$ cat src/rtl/glitcher_pkg.sv
// Shared types and default sizes for the form glitcher and its capture counterpart.
package glitcher_pkg;

  typedef enum logic [1:0] {
    IDLE    = 2'd0,
    DELAY   = 2'd1,
    CAPTURE = 2'd2,
    DONE    = 2'd3
  } capture_state_t;

  localparam int FORM_WIDTH  = 64;
  localparam int DELAY_WIDTH = 64;

endpackage

$ cat src/rtl/form_capture_deserializer.sv
// MSB-first shift-in register with bit counter; flags the shift that completes a word.
module deserializer
  import glitcher_pkg::*;
#(
  parameter int WIDTH = FORM_WIDTH
) (
  input  logic             clk,
  input  logic             rst,
  input  logic             shift_en,
  input  logic             sample_in,
  output logic [WIDTH-1:0] word_next,
  output logic             full
);

  localparam int CNT_W = $clog2(WIDTH);

  // Only the previous WIDTH-1 samples need storing: the final sample joins them
  // combinationally on the completing shift.
  logic [WIDTH-2:0] shreg_q, shreg_d;
  logic [CNT_W-1:0] cnt_q, cnt_d;

  always_comb begin
    word_next = {shreg_q, sample_in};
    full      = shift_en && (cnt_q == CNT_W'(WIDTH - 1));
    shreg_d   = shreg_q;
    cnt_d     = cnt_q;
    if (shift_en) begin
      shreg_d = word_next[WIDTH-2:0];
      cnt_d   = full ? '0 : cnt_q + CNT_W'(1);
    end
  end

  always_ff @(posedge clk or posedge rst) begin
    if (rst) begin
      shreg_q <= '0;
      cnt_q   <= '0;
    end else begin
      shreg_q <= shreg_d;
      cnt_q   <= cnt_d;
    end
  end

endmodule

$ cat src/rtl/form_capture.sv
// Trigger-aligned serial capture: delay after a trig rising edge, deserialize
// WIDTH samples MSB-first, then hold the word on a valid/ready handshake.
module form_capture
  import glitcher_pkg::*;
#(
  parameter int WIDTH   = FORM_WIDTH,
  parameter int DELAY_W = DELAY_WIDTH
) (
  input  logic               clk,
  input  logic               rst,
  input  logic               en,
  input  logic               trig,
  input  logic [DELAY_W-1:0] delay,
  input  logic               sample_in,
  output logic [WIDTH-1:0]   data,
  output logic               valid,
  input  logic               ready,
  output logic               busy,
  output logic               missed
);

  capture_state_t     state_q, state_d;
  logic               trig_q;
  logic [DELAY_W-1:0] cnt_q, cnt_d;
  logic [WIDTH-1:0]   data_q, data_d;
  logic               valid_q, valid_d;
  logic               missed_q, missed_d;

  logic               trig_edge;
  logic               handshake;
  logic               shift_en;
  logic [WIDTH-1:0]   word_next;
  logic               full;

  assign trig_edge = trig & ~trig_q;
  assign handshake = valid_q & ready;
  assign shift_en  = (state_q == CAPTURE);

  deserializer #(
    .WIDTH(WIDTH)
  ) u_deser (
    .clk      (clk),
    .rst      (rst),
    .shift_en (shift_en),
    .sample_in(sample_in),
    .word_next(word_next),
    .full     (full)
  );

  always_comb begin
    state_d  = state_q;
    cnt_d    = cnt_q;
    data_d   = data_q;
    valid_d  = valid_q;
    missed_d = missed_q;
    case (state_q)
      IDLE: begin
        if (trig_edge && en) begin
          cnt_d   = delay;
          state_d = (delay != '0) ? DELAY : CAPTURE;
        end
      end
      DELAY: begin
        // Leaving at a count of 1 makes the first sample land exactly delay cycles later.
        if (cnt_q == DELAY_W'(1)) begin
          cnt_d   = '0;
          state_d = CAPTURE;
        end else begin
          cnt_d = cnt_q - DELAY_W'(1);
        end
      end
      CAPTURE: begin
        if (full) begin
          data_d  = word_next;
          valid_d = 1'b1;
          state_d = DONE;
        end
      end
      DONE: begin
        if (handshake) begin
          valid_d  = 1'b0;
          missed_d = 1'b0;
          state_d  = IDLE;
        end
      end
      default: state_d = IDLE;
    endcase
    // Applied after the handshake so a coincident edge still leaves missed set.
    if (trig_edge && (state_q != IDLE)) missed_d = 1'b1;
  end

  always_ff @(posedge clk or posedge rst) begin
    if (rst) begin
      state_q  <= IDLE;
      trig_q   <= 1'b1;
      cnt_q    <= '0;
      data_q   <= '0;
      valid_q  <= 1'b0;
      missed_q <= 1'b0;
    end else begin
      state_q  <= state_d;
      trig_q   <= trig;
      cnt_q    <= cnt_d;
      data_q   <= data_d;
      valid_q  <= valid_d;
      missed_q <= missed_d;
    end
  end

  assign data   = data_q;
  assign valid  = valid_q;
  assign busy   = (state_q != IDLE);
  assign missed = missed_q;

endmodule

$ cat config.mk
export PLATFORM = sky130hd
export DESIGN_NAME = form_capture
export DESIGN_NICKNAME = d
export VERILOG_FILES = /design/src/rtl/glitcher_pkg.sv /design/src/rtl/form_capture_deserializer.sv /design/src/rtl/form_capture.sv
export SDC_FILE = /design/constraint.sdc
export NUM_CORES = 1
export LEC_CHECK = 0
export ABC_AREA = 0
export BUFFER_PORTS_ARGS = -buffer_cell sky130_fd_sc_hd__buf_2
export CORE_ASPECT_RATIO = 0.7
export CORE_MARGIN = 1.5
export CORE_UTILIZATION = 50
export DETAILED_ROUTE_END_ITERATION = 12
export PLACE_DENSITY = 0.77
export SLEW_MARGIN = 5
export SYNTH_ARGS = -nofsm -noshare
export SYNTH_HDL_FRONTEND = slang
export SYNTH_SLANG_ARGS = --single-unit
export TNS_END_PERCENT = 50
$ cat constraint.sdc
create_clock -name clk -period 6.5 [get_ports clk]
set_input_delay 1.3 -clock clk [delete_from_list [all_inputs] [get_ports clk]]
set_output_delay 1.3 -clock clk [all_outputs]
set_load 0.01 [all_outputs]
# Yosys cells after proc, flatten, opt, wreduce, memory -nomap -nowiden
# Cells that the tools add are included.
dict set report op_classes {
  addsub 2
  n_eq_ne 9
  mux 15
  n_bitwise 3
  n_reduce_logical 15
}
# cell count
set op_table {}
lappend op_table {{two-way mux 64 bit} 2}
lappend op_table {{case mux 64 bit (2 select lines)} 1}
lappend op_table {{== test 64 x 1 -> 1 bit (second input constant)} 1}
lappend op_table {{nonzero test 64 bit} 1}
lappend op_table {{subtractor 64 x 1 -> 64 bit (second input constant)} 1}
lappend op_table {{two-way mux 2 bit} 5}
lappend op_table {{nonzero test 2 bit} 5}
lappend op_table {{!= test 2 bit (second input constant)} 4}
lappend op_table {{case mux 2 bit (4 select lines)} 1}
lappend op_table {{adder 6 x 1 -> 6 bit (second input constant)} 1}
lappend op_table {{== test 6 bit (second input constant)} 1}
lappend op_table {{two-way mux 6 bit} 1}
lappend op_table {{AND reduction 2 bit} 3}
lappend op_table {{== test 2 bit (second input constant)} 2}
lappend op_table {{two-way mux 1 bit} 4}
lappend op_table {{AND reduction 4 bit} 1}
lappend op_table {{logical AND 1 bit} 3}
lappend op_table {{AND reduction 3 bit} 1}
lappend op_table {{AND 1 bit} 2}
lappend op_table {{== test 2 x 1 -> 1 bit (second input constant)} 1}
lappend op_table {{zero test 2 bit} 1}
lappend op_table {{case mux 1 bit (2 select lines)} 1}
lappend op_table {{NOT 1 bit} 1}
dict set report word_totals {
  register_bits 202
  in_bits 70
  elab_cells 52
}

# Logic depth before layout (Yosys ltp)
dict set report logic_depth {
  word_depth 5
  ltp_mapped 9
  mapped_depth_nobuf 8
}

# Cells and area by module
# A second synthesis with hierarchy kept.
dict set report unflattened {
  cells_unflattened 863
  area_unflattened_um2 9845.7
}
# module instances cells_per_inst area_each_um2
set modules_own_cells {}
lappend modules_own_cells {form_capture 1 701 7065.5}
lappend modules_own_cells {deserializer 1 162 2780.2}

# Least setup slack after synthesis
# OpenSTA, ideal clock, no wires.
dict set report synth_timing {
  path_kind {reg-to-reg}
  from {reg cnt_q[47]}
  to {reg state_q[1]}
  setup_time_ns 0.128
  arrival_ns 2.835
  path_slack_ns 3.537
  path_stages_with_launch 8
  path_buffers 1
  path_cell_list {dfrtp_1 -> or4_4 -> or4_4 -> or4_4 -> o21ai_2 -> buf_6 -> o2111ai_2 -> mux2_1}
}
dict set report synth_via {
  elab_chain_len 3
}
# item line
set synth_rtl {}
lappend synth_rtl {{start: declaration} form_capture.sv:24} ;# logic [DELAY_W-1:0] cnt_q, cnt_d;
lappend synth_rtl {{start signal: assignment} form_capture.sv:103} ;# cnt_q <= cnt_d;
lappend synth_rtl {{== test 64 x 1 -> 1 bit} form_capture.sv:65} ;# if (cnt_q == DELAY_W'(1)) begin
lappend synth_rtl {{!= test 2 bit (no source line)} -}
lappend synth_rtl {{AND reduction 4 bit (no source line)} -}
lappend synth_rtl {{end signal: assignment} form_capture.sv:101} ;# state_q <= state_d;
lappend synth_rtl {{end: declaration} form_capture.sv:22} ;# capture_state_t state_q, state_d;
# Every way passes these cells.
# A chain may end at the register's enable or synchronous reset.

# Final worst setup path
# Same ends and word-level chain as after synthesis.

==> results.py <==
metrics = {
    "power": {
        "irDropWorstVdd_mv": 0.161,
        "power.density_nw_per_um2": 224,
        "p_leak_nw": 5.21,
        "power_w": 0.00251,
    },
    "die": {
        "fp-row-count": 42,
        "start_util_pct": 50.9,
        "ios": 137,
        "die_width_um": 169,
        "dieArea_um2": 20100,
        "core-area_um2": 18900,
        "die_h_um": 119,
    },
    "sta": {
        "worst_pin_slew_ns": 1.11,
        "rsz0062_at_grt": "false",
        "relSlewSlack_pct": 25.7,
        "fin_skew_ns": 0.0233,
        "hold_viol": 0,
        "fin_crit_sh_pct": 62.4,
        "min_period_ns": 4.06,
        "setup_viol": 0,
        "setup_tns_ns": 0,
        "slew_violations": 0,
        "fmax_mhz": 246,
    },
    "final_layout": {
        "instances_no_fill": 1233,
        "fin_util_pct": 59.3,
        "drive_above_1_share_pct": 32.9,
        "n_antenna_cell": 0,
        "fillers": 1524,
        "synthToLayoutAreaGrowth_pct": 16.6,
        "fin_nets": 1058,
    },
    "grt": {
        "grt_max_degree": 117,
        "gr-total-overflow": 0,
        "grtUsageTotal_pct": 24.2,
        "grt_pass1_vias": 7205,
        "grt_pass1_wl_um": 39100,
        "grt_antenna_before_repair": 1,
    },
    "clock_tree": {
        "cts_buffer_depth": 3,
        "cts_tree": "yes",
        "root_buffer": "clkbuf_16",
        "cts_max_level": 1,
        "cts_sinks": 202,
        "post_cts_resized": 0,
        "cts_hold_buffers": 0,
        "cts-buffers-inserted": 21,
        "clk_pin_slew_ns": 0.06,
        "post_cts_buffers": 0,
        "clk_latency_ns": 0.50,
    },
    "job": {
        "cap_violations": 0,
    },
    "route": {
        "drt_wl_total_um": 24300,
        "vias_per_cell": 6.17,
        "drt_iter0_drc": 773,
        "drt_pass1_iterations": 6,
        "drc": 0,
        "wl_per_cell_um": 19.7,
        "postRouteAntennaNets": 0,
        "vias": 7611,
    },
    "critical_path": {
        "crit_family": "simple AND/OR/NAND/NOR gates",
        "worstPathRequired_ns": 6.86,
        "cp.depth": 7,
        "worst-path-buf-inv": 1,
        "path_cells": "or4_4, or4_4, or4_4, o21ai_2, buf_4, o2111ai_2, mux2_1",
        "ff2ff_path_depth": 7,
        "critPathLaunchType": "register",
        "r2r_setup_slack_ns": 2.44,
        "crit_fanout": 30,
        "endpoint_kind": "register",
        "max_stage_delay_ns": 0.76,
        "cpMostUsedCell": "or4_4",
        "worst_ep_arrival_time_ns": 4.42,
        "crit_slowest_cell": "o21ai_2",
        "r2r-start": "cnt_q[47]",
        "timing.rr.end": "state_q[1]",
        "worstSetupPathType": "reg -> reg",
    },
    "logic_synthesis": {
        "ys_seq_area_share_pct": 52.7,
        "syn_area_per_cell_um2": 11.2,
        "synth_compound_area_share_pct": 13.4,
        "ys_ff_latch": 202,
        "synth-adder-area-share_pct": 1.04,
        "yosys_warnings": 0,
        "synth_ff_type": "dfrtp_1",
        "synth-edff-count": 0,
        "synth_top_family_by_area": "multiplexers",
        "synth.area.mux_share_pct": 15.5,
        "syn_inst": 859,
        "synth_cell_type_count": 56,
        "synth-simple-area-share_pct": 13.8,
        "syn-num-nets": 937,
        "synth_async_sr_flop_share_pct": 100,
        "netlist_area_um2": 9600,
        "synth_xor_area_share_pct": 0.274,
    },
    "placement": {
        "gp_congestion": 0.927,
        "hpwlAfterDp_um": 16200,
        "dp_cells": 1199,
        "port_buffers": 136,
    },
    "outcome": {
        "outcome": "completed",
    },
    "hold_path": {
        "hold_end": "missed",
        "hp-start": "missed",
        "whs_path_depth": 1,
        "hold_path_class": "reg -> reg",
    },
}
## through the flow
step                instance area, um2  setup slack, ns  hold slack [ns]
floorplan                         9610             2.58            0.456
global placement                 10500             2.64            0.467
detailed placement               10500             2.53            0.475
CTS                              11200             2.52            0.495
global route                     11200             2.38            0.516
finish                           11200             2.44            0.492
## flip-flops by register name, summed over array words and instances (netlist names)
| name | cells |
|---|---|
| missed | 1 |
| data | 64 |
| valid | 1 |
| trig_q | 1 |
| state_q | 2 |
| cnt_q | 64 |
| u_deser.cnt_q | 6 |
| u_deser.shreg_q | 63 |
## layout by cell type (no fill, tap or decap), types with 6 or more instances in the layout
master and instances:
dfrtp_1 201, buf_2 136, mux2_2 127, nand2_1 48, o21ai_0 46, nor3_1 38
nor2_1 36, nor4_1 29, inv_1 29, or3_1 23, nand3_1 22, a21oi_1 22
clkbuf_16 21, nand4_1 18, a22o_1 18, a22oi_1 12, and3_1 10, o31ai_1 10
buf_4 10, o22ai_1 9, a221o_1 8, a21o_1 7, o211ai_1 7, ha_1 7
or4_1 6, a32o_1 6
## where the power goes
part           total (W)  switching, W  internal, W  leakage [nW]
registers        0.00126   0.000000126      0.00126          2.64
logic          0.0000623     0.0000435    0.0000188          2.24
clock network    0.00119      0.000496     0.000693         0.328
total            0.00251      0.000540      0.00197          5.21
## routing by layer
metal / vias to the layer above / wire [um] / global-route usage [%]
li1: 3495 / - / -
met1: 3714 / 11200 / 37.1
met2: 363 / 9970 / 33.9
met3: 37 / 2710 / 7.51
met4: 2 / 372 / 4.46
met5: - / 10 / 0
## final cells by class
| type | count | area (um2) | area share, % |
|---|---|---|---|
| clock buffer | 25 | 561 | 5.01 |
| inverter | 30 | 116 | 1.04 |
| tap | 242 | 303 | 2.71 |
| multi-input combinational | 578 | 4280 | 38.2 |
| sequential | 202 | 5060 | 45.2 |
| clock inverter | 9 | 101 | 0.906 |
| timing repair buffer | 147 | 776 | 6.93 |
## synthesized netlist by cell type (all sizes together), types with 3 or more instances
cell type	count	area (um2)
or2	5	31.3
clkbuf	37	139
nand2	48	180
o21ai	49	249
mux2	128	1440
nor4	29	181
a21oi	23	115
a22oi	12	90.1
or4	9	78.8
dfrtp	201	5030
and3	10	62.6
and4	3	26.3
o32a	3	30.0
a22o	18	158
nor2	38	143
o311ai	5	43.8
a32oi	4	35.0
ha	8	100
a32o	6	60.1
o31ai	10	75.1
nor3	38	190
inv	30	113
o211ai	7	52.6
mux2i	5	50.1
buf	12	58.8
nor4b	3	26.3
o221ai	3	26.3
a21o	7	52.6
o22ai	9	56.3
o41ai	3	26.3
o2bb2ai	4	35.0
nand3	22	110
nand4	18	113
o31a	3	26.3
a221o	8	80.1
or3	23	144
## worst max path at each step
stage	to	from
6_report	state_q[1]	cnt_q[47]
5_1_grt	state_q[1]	cnt_q[24]
4_1_cts	state_q[1]	cnt_q[47]
3_5_place_dp	state_q[1]	cnt_q[47]
3_3_place_gp	state_q[1]	cnt_q[47]
2_1_floorplan	cnt_q[0]	rst
## kinds of logic (layout without fill, tap and decap cells)
| kind of cell | Yosys count | count (layout) |
|---|---|---|
| AND/OR/NAND/NOR | 251 | 251 |
| multiplexers | 133 | 133 |
| adder cells (fa/ha/maj) | 8 | 8 |
| XOR/XNOR | 3 | 3 |
| flip-flops | 202 | 202 |
| AO/OA/AOI/OAI | 183 | 183 |
| buffers and inverters | 79 | 211 |
No activity file was read; power rests on OpenSTA's default activity.
